### src/rtl/score_table.sv
// High-score table: per-player personal best plus overall leader, one submission in flight.
// Optional SCORE_QUERY_EN macro builds a registered read-back port on the best-score array.
module score_table #(
    parameter int unsigned NUM_PLAYERS = 5,
    parameter int unsigned SCORE_W     = 7,
    parameter int unsigned ID_W        = 3
) (
    input  logic               Clk,
    input  logic               Reset,
    input  logic               enable,
    input  logic [ID_W-1:0]    Player_ID,
    input  logic [SCORE_W-1:0] Current_Score,
    output logic               Ready,
    output logic               Done,
    output logic [SCORE_W-1:0] Personel_Best,
    output logic [SCORE_W-1:0] Highest_Score,
    output logic [ID_W-1:0]    Player_Won,
    output logic               New_Personal,
    output logic               New_High,
    output logic               Id_Error,
    input  logic [ID_W-1:0]    Query_ID,
    output logic [SCORE_W-1:0] Query_Score
);

    localparam logic [ID_W:0] LP_NUM = NUM_PLAYERS[ID_W:0];

    typedef enum logic [1:0] {StIdle, StCompare, StCommit} state_e;

    state_e             r_state;
    state_e             w_state_next;

    logic [SCORE_W-1:0] r_best [NUM_PLAYERS];
    logic [SCORE_W-1:0] r_lead_score;
    logic [ID_W-1:0]    r_lead_id;

    logic [ID_W-1:0]    r_id;
    logic [SCORE_W-1:0] r_score;
    logic               r_valid;
    logic [SCORE_W-1:0] r_stored;
    logic               r_gt_best;
    logic               r_gt_lead;

    logic               r_done;
    logic [SCORE_W-1:0] r_pb;
    logic               r_new_personal;
    logic               r_new_high;
    logic               r_id_error;

    logic               w_id_valid;
    logic [SCORE_W-1:0] w_stored;

    always_comb begin
        w_state_next = r_state;
        unique case (r_state)
            StIdle:    if (enable) w_state_next = StCompare;
            StCompare: w_state_next = StCommit;
            StCommit:  w_state_next = StIdle;
            default:   w_state_next = StIdle;
        endcase
    end

    always_ff @(posedge Clk) begin
        if (!Reset) r_state <= StIdle;
        else        r_state <= w_state_next;
    end

    // Out-of-range IDs never index the array.
    assign w_id_valid = ({1'b0, r_id} < LP_NUM);
    assign w_stored   = w_id_valid ? r_best[r_id] : '0;

    always_ff @(posedge Clk) begin
        if (!Reset) begin
            r_id      <= '0;
            r_score   <= '0;
            r_valid   <= 1'b0;
            r_stored  <= '0;
            r_gt_best <= 1'b0;
            r_gt_lead <= 1'b0;
        end else begin
            if (r_state == StIdle && enable) begin
                r_id    <= Player_ID;
                r_score <= Current_Score;
            end
            if (r_state == StCompare) begin
                r_valid   <= w_id_valid;
                r_stored  <= w_stored;
                r_gt_best <= (r_score > w_stored);
                r_gt_lead <= (r_score > r_lead_score);
            end
        end
    end

    always_ff @(posedge Clk) begin
        if (!Reset) begin
            for (int i = 0; i < int'(NUM_PLAYERS); i++) r_best[i] <= '0;
            r_lead_score   <= '0;
            r_lead_id      <= '0;
            r_done         <= 1'b0;
            r_pb           <= '0;
            r_new_personal <= 1'b0;
            r_new_high     <= 1'b0;
            r_id_error     <= 1'b0;
        end else begin
            r_done <= (r_state == StCommit);
            if (r_state == StCommit) begin
                r_new_personal <= 1'b0;
                r_new_high     <= 1'b0;
                r_id_error     <= !r_valid;
                if (!r_valid) begin
                    r_pb <= '0;
                end else if (r_gt_best) begin
                    r_best[r_id]   <= r_score;
                    r_pb           <= r_score;
                    r_new_personal <= 1'b1;
                    // Strict compare: ties leave the earlier leader in place.
                    if (r_gt_lead) begin
                        r_lead_score <= r_score;
                        r_lead_id    <= r_id;
                        r_new_high   <= 1'b1;
                    end
                end else begin
                    r_pb <= r_stored;
                end
            end
        end
    end

    assign Ready         = (r_state == StIdle);
    assign Done          = r_done;
    assign Personel_Best = r_pb;
    assign New_Personal  = r_new_personal;
    assign New_High      = r_new_high;
    assign Id_Error      = r_id_error;

    // Leader registers only change in COMMIT, so they double as the held outputs.
    assign Highest_Score = r_lead_score;
    assign Player_Won    = r_lead_id;

`ifdef SCORE_QUERY_EN
    logic [SCORE_W-1:0] r_query;
    logic               w_query_valid;

    assign w_query_valid = ({1'b0, Query_ID} < LP_NUM);

    always_ff @(posedge Clk) begin
        if (!Reset)             r_query <= '0;
        else if (w_query_valid) r_query <= r_best[Query_ID];
        else                    r_query <= '0;
    end

    assign Query_Score = r_query;
`else
    logic w_unused_query;
    assign w_unused_query = ^Query_ID;
    assign Query_Score    = '0;
`endif

endmodule

### config.mk
export PLATFORM = sky130hd
export DESIGN_NAME = score_table
export DESIGN_NICKNAME = d
export VERILOG_FILES = /design/src/rtl/score_table.sv
export SDC_FILE = /design/constraint.sdc
export NUM_CORES = 1
export LEC_CHECK = 0
export ABC_AREA = 1
export CAP_MARGIN = 20
export CORE_MARGIN = 5
export CORE_UTILIZATION = 50
export DETAILED_ROUTE_END_ITERATION = 6
export PLACE_DENSITY_LB_ADDON = 0.15
export RECOVER_POWER = 50
export SLEW_MARGIN = 20
export SYNTH_ARGS = -nofsm -noshare
export SYNTH_HDL_FRONTEND = slang
export SYNTH_SLANG_ARGS = --single-unit
### constraint.sdc
create_clock -name Clk -period 4.84 [get_ports Clk]
set_input_delay 0.484 -clock Clk [delete_from_list [all_inputs] [get_ports Clk]]
set_output_delay 0.484 -clock Clk [all_outputs]
set_load 0.1 [all_outputs]
Word-level counts from Yosys, hierarchy flattened
Memory sizes are Yosys's and may differ from the RTL's. A register that Yosys moved wholly into a read port is not among the register bits. Cells that the tools add are included.

Memories kept: 1. RAM bits: 35. Bits of input ports: 16. Register bits: 43.

Equality and inequality tests: 3. Order comparisons: 3. Multiplexer cells: 19. Reductions and logical operators: 5.

Memories: r_best (words 5, width 7, rd ports 1, clocked after Yosys merged registers in 1, wr ports 5, line 32) `logic [SCORE_W-1:0] r_best [NUM_PLAYERS];`.

Operators by type and width (count): 7-bit 2-to-1 mux (4); 7-bit > comparator (2); 1-bit 2-to-1 mux (10); 3-bit 2-to-1 mux (3); 7-bit OR reduction (1); 2-bit case mux with 2 select lines (1); 4-bit AND reduction (1); 3-bit < comparator, second input constant (1); 2-bit by 1-bit == test with 1-bit output, second input constant (1); 2-bit == test, second input constant (1); 2-bit logical NOT (1); 2-bit 2-to-1 mux (1); 2-bit inequality test, second input constant (1); 1-bit logical AND (1); 1-bit logical NOT (1).

Depth between registers and ports, before layout
Word-level depth: 7. Depth in mapped cells: 14.

Worst setup path before layout
OpenSTA, ideal clock, no wires.

Kind: register -> register. From: reg r_state[0]. To: reg with a tool-made name. Slack: 2.503 ns. Required time: 4.706 ns. Data arrival time: 2.203 ns. Cell stages (with the launch flop): 6. Path buffers: 1. Setup time: 0.134 ns. Cell sequence: dfxtp_1 nor2_1 nand2_1 clkbuf_1 o21ai_0 a21oi_1.

RTL lines: from (decl) (line 29) `state_e r_state;`; from (signal assigned) (line 63) `if (!Reset) r_state <= StIdle;`; from (signal assigned) (line 64) `else r_state <= w_state_next;`.

==> impl_metrics.yaml <==
outcome:
  outcome: "complete, no violations"
final_layout:
  num-fill-cells: 817
  drive_gt1_share_pct: 4.92
  final_nets: 574
  final_cell_mix: "nand2_1, inv_1, edfxtp_1"
  diodes: 0
  final_common_cell: "nand2_1"
  stdcell_area_sq_um: 5110
  syn2layout_area_growth_pct: 11.1
job:
  cap_viol_max_count: 0
detailed_routing:
  first_pass_iters: 4
  drt-initial-drc-count: 214
  drc: 0
  drt-total-wl_um: 10000
  viasPerCell: 5.15
  routedWlPerCell_um: 15.2
  drtAntennaViolNets: 0
  vias: 3401
timing:
  rsz0062_at_grt: "no"
  finalSetupViolCount: 0
  fin_skew_ns: 0.00659
  slew_headroom_pct: 2.45
  finalSetupTns_ns: 0
  period_minus_slack_ns: 3.24
  hold_violations: 0
  max_freq_ghz: 0.309
  slew_violations: 0
  worst_slew_pin_slew_ns: 1.46
  period_share_pct: 66.9
synthesis:
  syn_avg_cell_area_sq_um: 8.89
  synth_area_leaders: "edfxtp_1, dfxtp_1, nand2_1"
  ys_ff_latch: 102
  synthDistinctLibCells: 27
  post-synth-top-area-cell: "edfxtp_1"
  synth_warnings: 0
  syn_area_sq_um: 4600
  yosysSeqAreaShare_pct: 56.5
  synth_top_area_share_pct: 36.5
  netlist_instances: 518
clocking:
  cts_sinks: 102
  cts_tree: "built"
  cts-buffers-inserted: 9
  post_cts_buffers: 0
  root_buffer: "clkbuf_8"
  clk_path_buf_depth: 2
  h-tree-depth: 3
  cts_resized: 0
  cts.hold.buffers_added: 0
  clkTransAtPathRegs_ns: 0.09
  insertion_delay_ns: 0.36
grt:
  grt_max_degree: 38
  grt_pass1_wl_um: 16600
  grt_pass1_vias: 3337
  antenna_found_initial: 0
  grtUsageTotal_pct: 19.0
  gr-total-overflow: 0
placed_design:
  numPortBuffers: 34
  place_area_sq_um: 4960
  post-dp-hpwl_um: 7200
  routabilityCongestion: 0.831
floorplanning:
  die_h_um: 106
  die_w_um: 106
  rows: 35
  io-pin-count: 45
  die_area_sq_um: 11200
  core_area_sq_um: 9110
  start_util_pct: 50.5
critical_path:
  crit_top_cell: "nand2_1"
  path_cells: "dlygate4sd3_1 -> clkbuf_1 -> nand2_1 -> nor2_1 -> nand3_1 -> nand2_1"
  worst-endpoint-arrival_ns: 3.27
  critical-path-max-stage-delay_ns: 1.05
  startpoint_type: "input port"
  worst-path-max-fanout: 37
  crit_path_top_delay_cell: "clkbuf_1"
  path_class: "in2reg"
  end_kind: "flip-flop"
  required_ns: 4.87
  cp-startpoint: "Reset"
power:
  pwr-share-comb_pct: 13.0
  p_int_uw: 1240
  pwr-share-seq_pct: 56.8
  vdd_drop_max_mv: 0.171
  swShare_pct: 27.5
  clkPwrFrac_pct: 30.2
  powerDensity_nw_per_um2: 333
  p_leak_uw: 0.00213
  p_sw_uw: 469
min_path:
  hold_path_startpoint: "Personel_Best[0]"
  hold_class: "reg2reg"
## cell type report
class | instances | area [sq um] | area share (%)
Sequential cell | 102 | 2600 | 50.9
Tap cell | 111 | 139 | 2.72
Clock buffer | 11 | 163 | 3.18
Timing Repair Buffer | 36 | 352 | 6.88
Clock inverter | 5 | 30.0 | 0.587
Inverter | 71 | 267 | 5.21
Multi-Input combinational cell | 324 | 1560 | 30.5
## per-stage QoR
step	utilization (%)	total power (uW)	setup slack, ns	hold WS, ns	std cells
after floorplan	-	1150	2.50	0.445	524
after global placement	54.4	1200	2.26	0.454	644
after detailed placement	54.4	1210	2.22	0.457	644
after CTS	56.5	1720	2.27	0.475	660
after global routing	56.1	1790	1.35	0.495	660
final	56.1	1700	1.60	0.473	660
## registers in the layout, indices dropped and copies added, names as in the netlist, named ones only
name / flops
r_id: 3
r_best: 56
Personel_Best: 7
r_state: 2
r_gt_lead: 1
r_gt_best: 1
Id_Error: 1
New_High: 1
Done: 1
r_valid: 1
New_Personal: 1
r_stored: 7
r_score: 7
Player_Won: 3
Highest_Score: 7
## cell usage after synthesis
cell type	n
clkbuf_1	7
nand2_2	5
buf_4	10
ha_1	14
o21ai_1	1
nand3_1	44
buf_6	2
dfxtp_1	46
nor3_1	2
a31oi_1	2
nor2_1	54
clkinv_1	1
mux2_2	7
a21o_1	2
nor2_2	2
conb_1	1
edfxtp_1	56
clkbuf_2	1
inv_1	68
nand2_1	111
buf_2	7
inv_2	2
nand3_4	1
a21oi_1	40
o21ai_0	30
nor2_4	1
a211oi_1	1
## cells by family after synthesis
group | share of synthesized area, %
simple gates | 20.0
flops | 56.5
buf+inv | 9.35
compound gates | 8.48
fa+ha+maj | 3.81
mux | 1.71
other cells | 0.0815
## per-layer routing
layer  up-vias  wire, um  track usage [%]
met4         0       235             7.96
met5         -         0                0
met1      1584      4850             26.7
li1       1718         -                -
met2        82      4510             29.8
met3        17       417             2.61
## critical path: cells and delay by family
kind | cells | cell delay, ns
buffers and inverters | 2 | 1.57
and+or+nand+nor | 4 | 1.20
## final timing paths
check	cells past startpoint	endpoint	slack, ns
setup reg to reg	14	r_gt_best	2.47
hold / removal	2	Personel_Best[0]	0.47
setup / recovery	6	r_best[4][0]	1.60
hold reg to reg	2	Personel_Best[0]	0.47
## power groups by stage
| stage | clock, uW | combinational [uW] | sequential, uW |
|---|---|---|---|
| after floorplan | 0 | 173 | 978 |
| after global placement | 0 | 216 | 987 |
| after detailed placement | 0 | 224 | 988 |
| after CTS | 524 | 224 | 968 |
| after global routing | 564 | 250 | 972 |
| final | 514 | 222 | 968 |
Note: power is estimated with default switching activity, not from simulation.
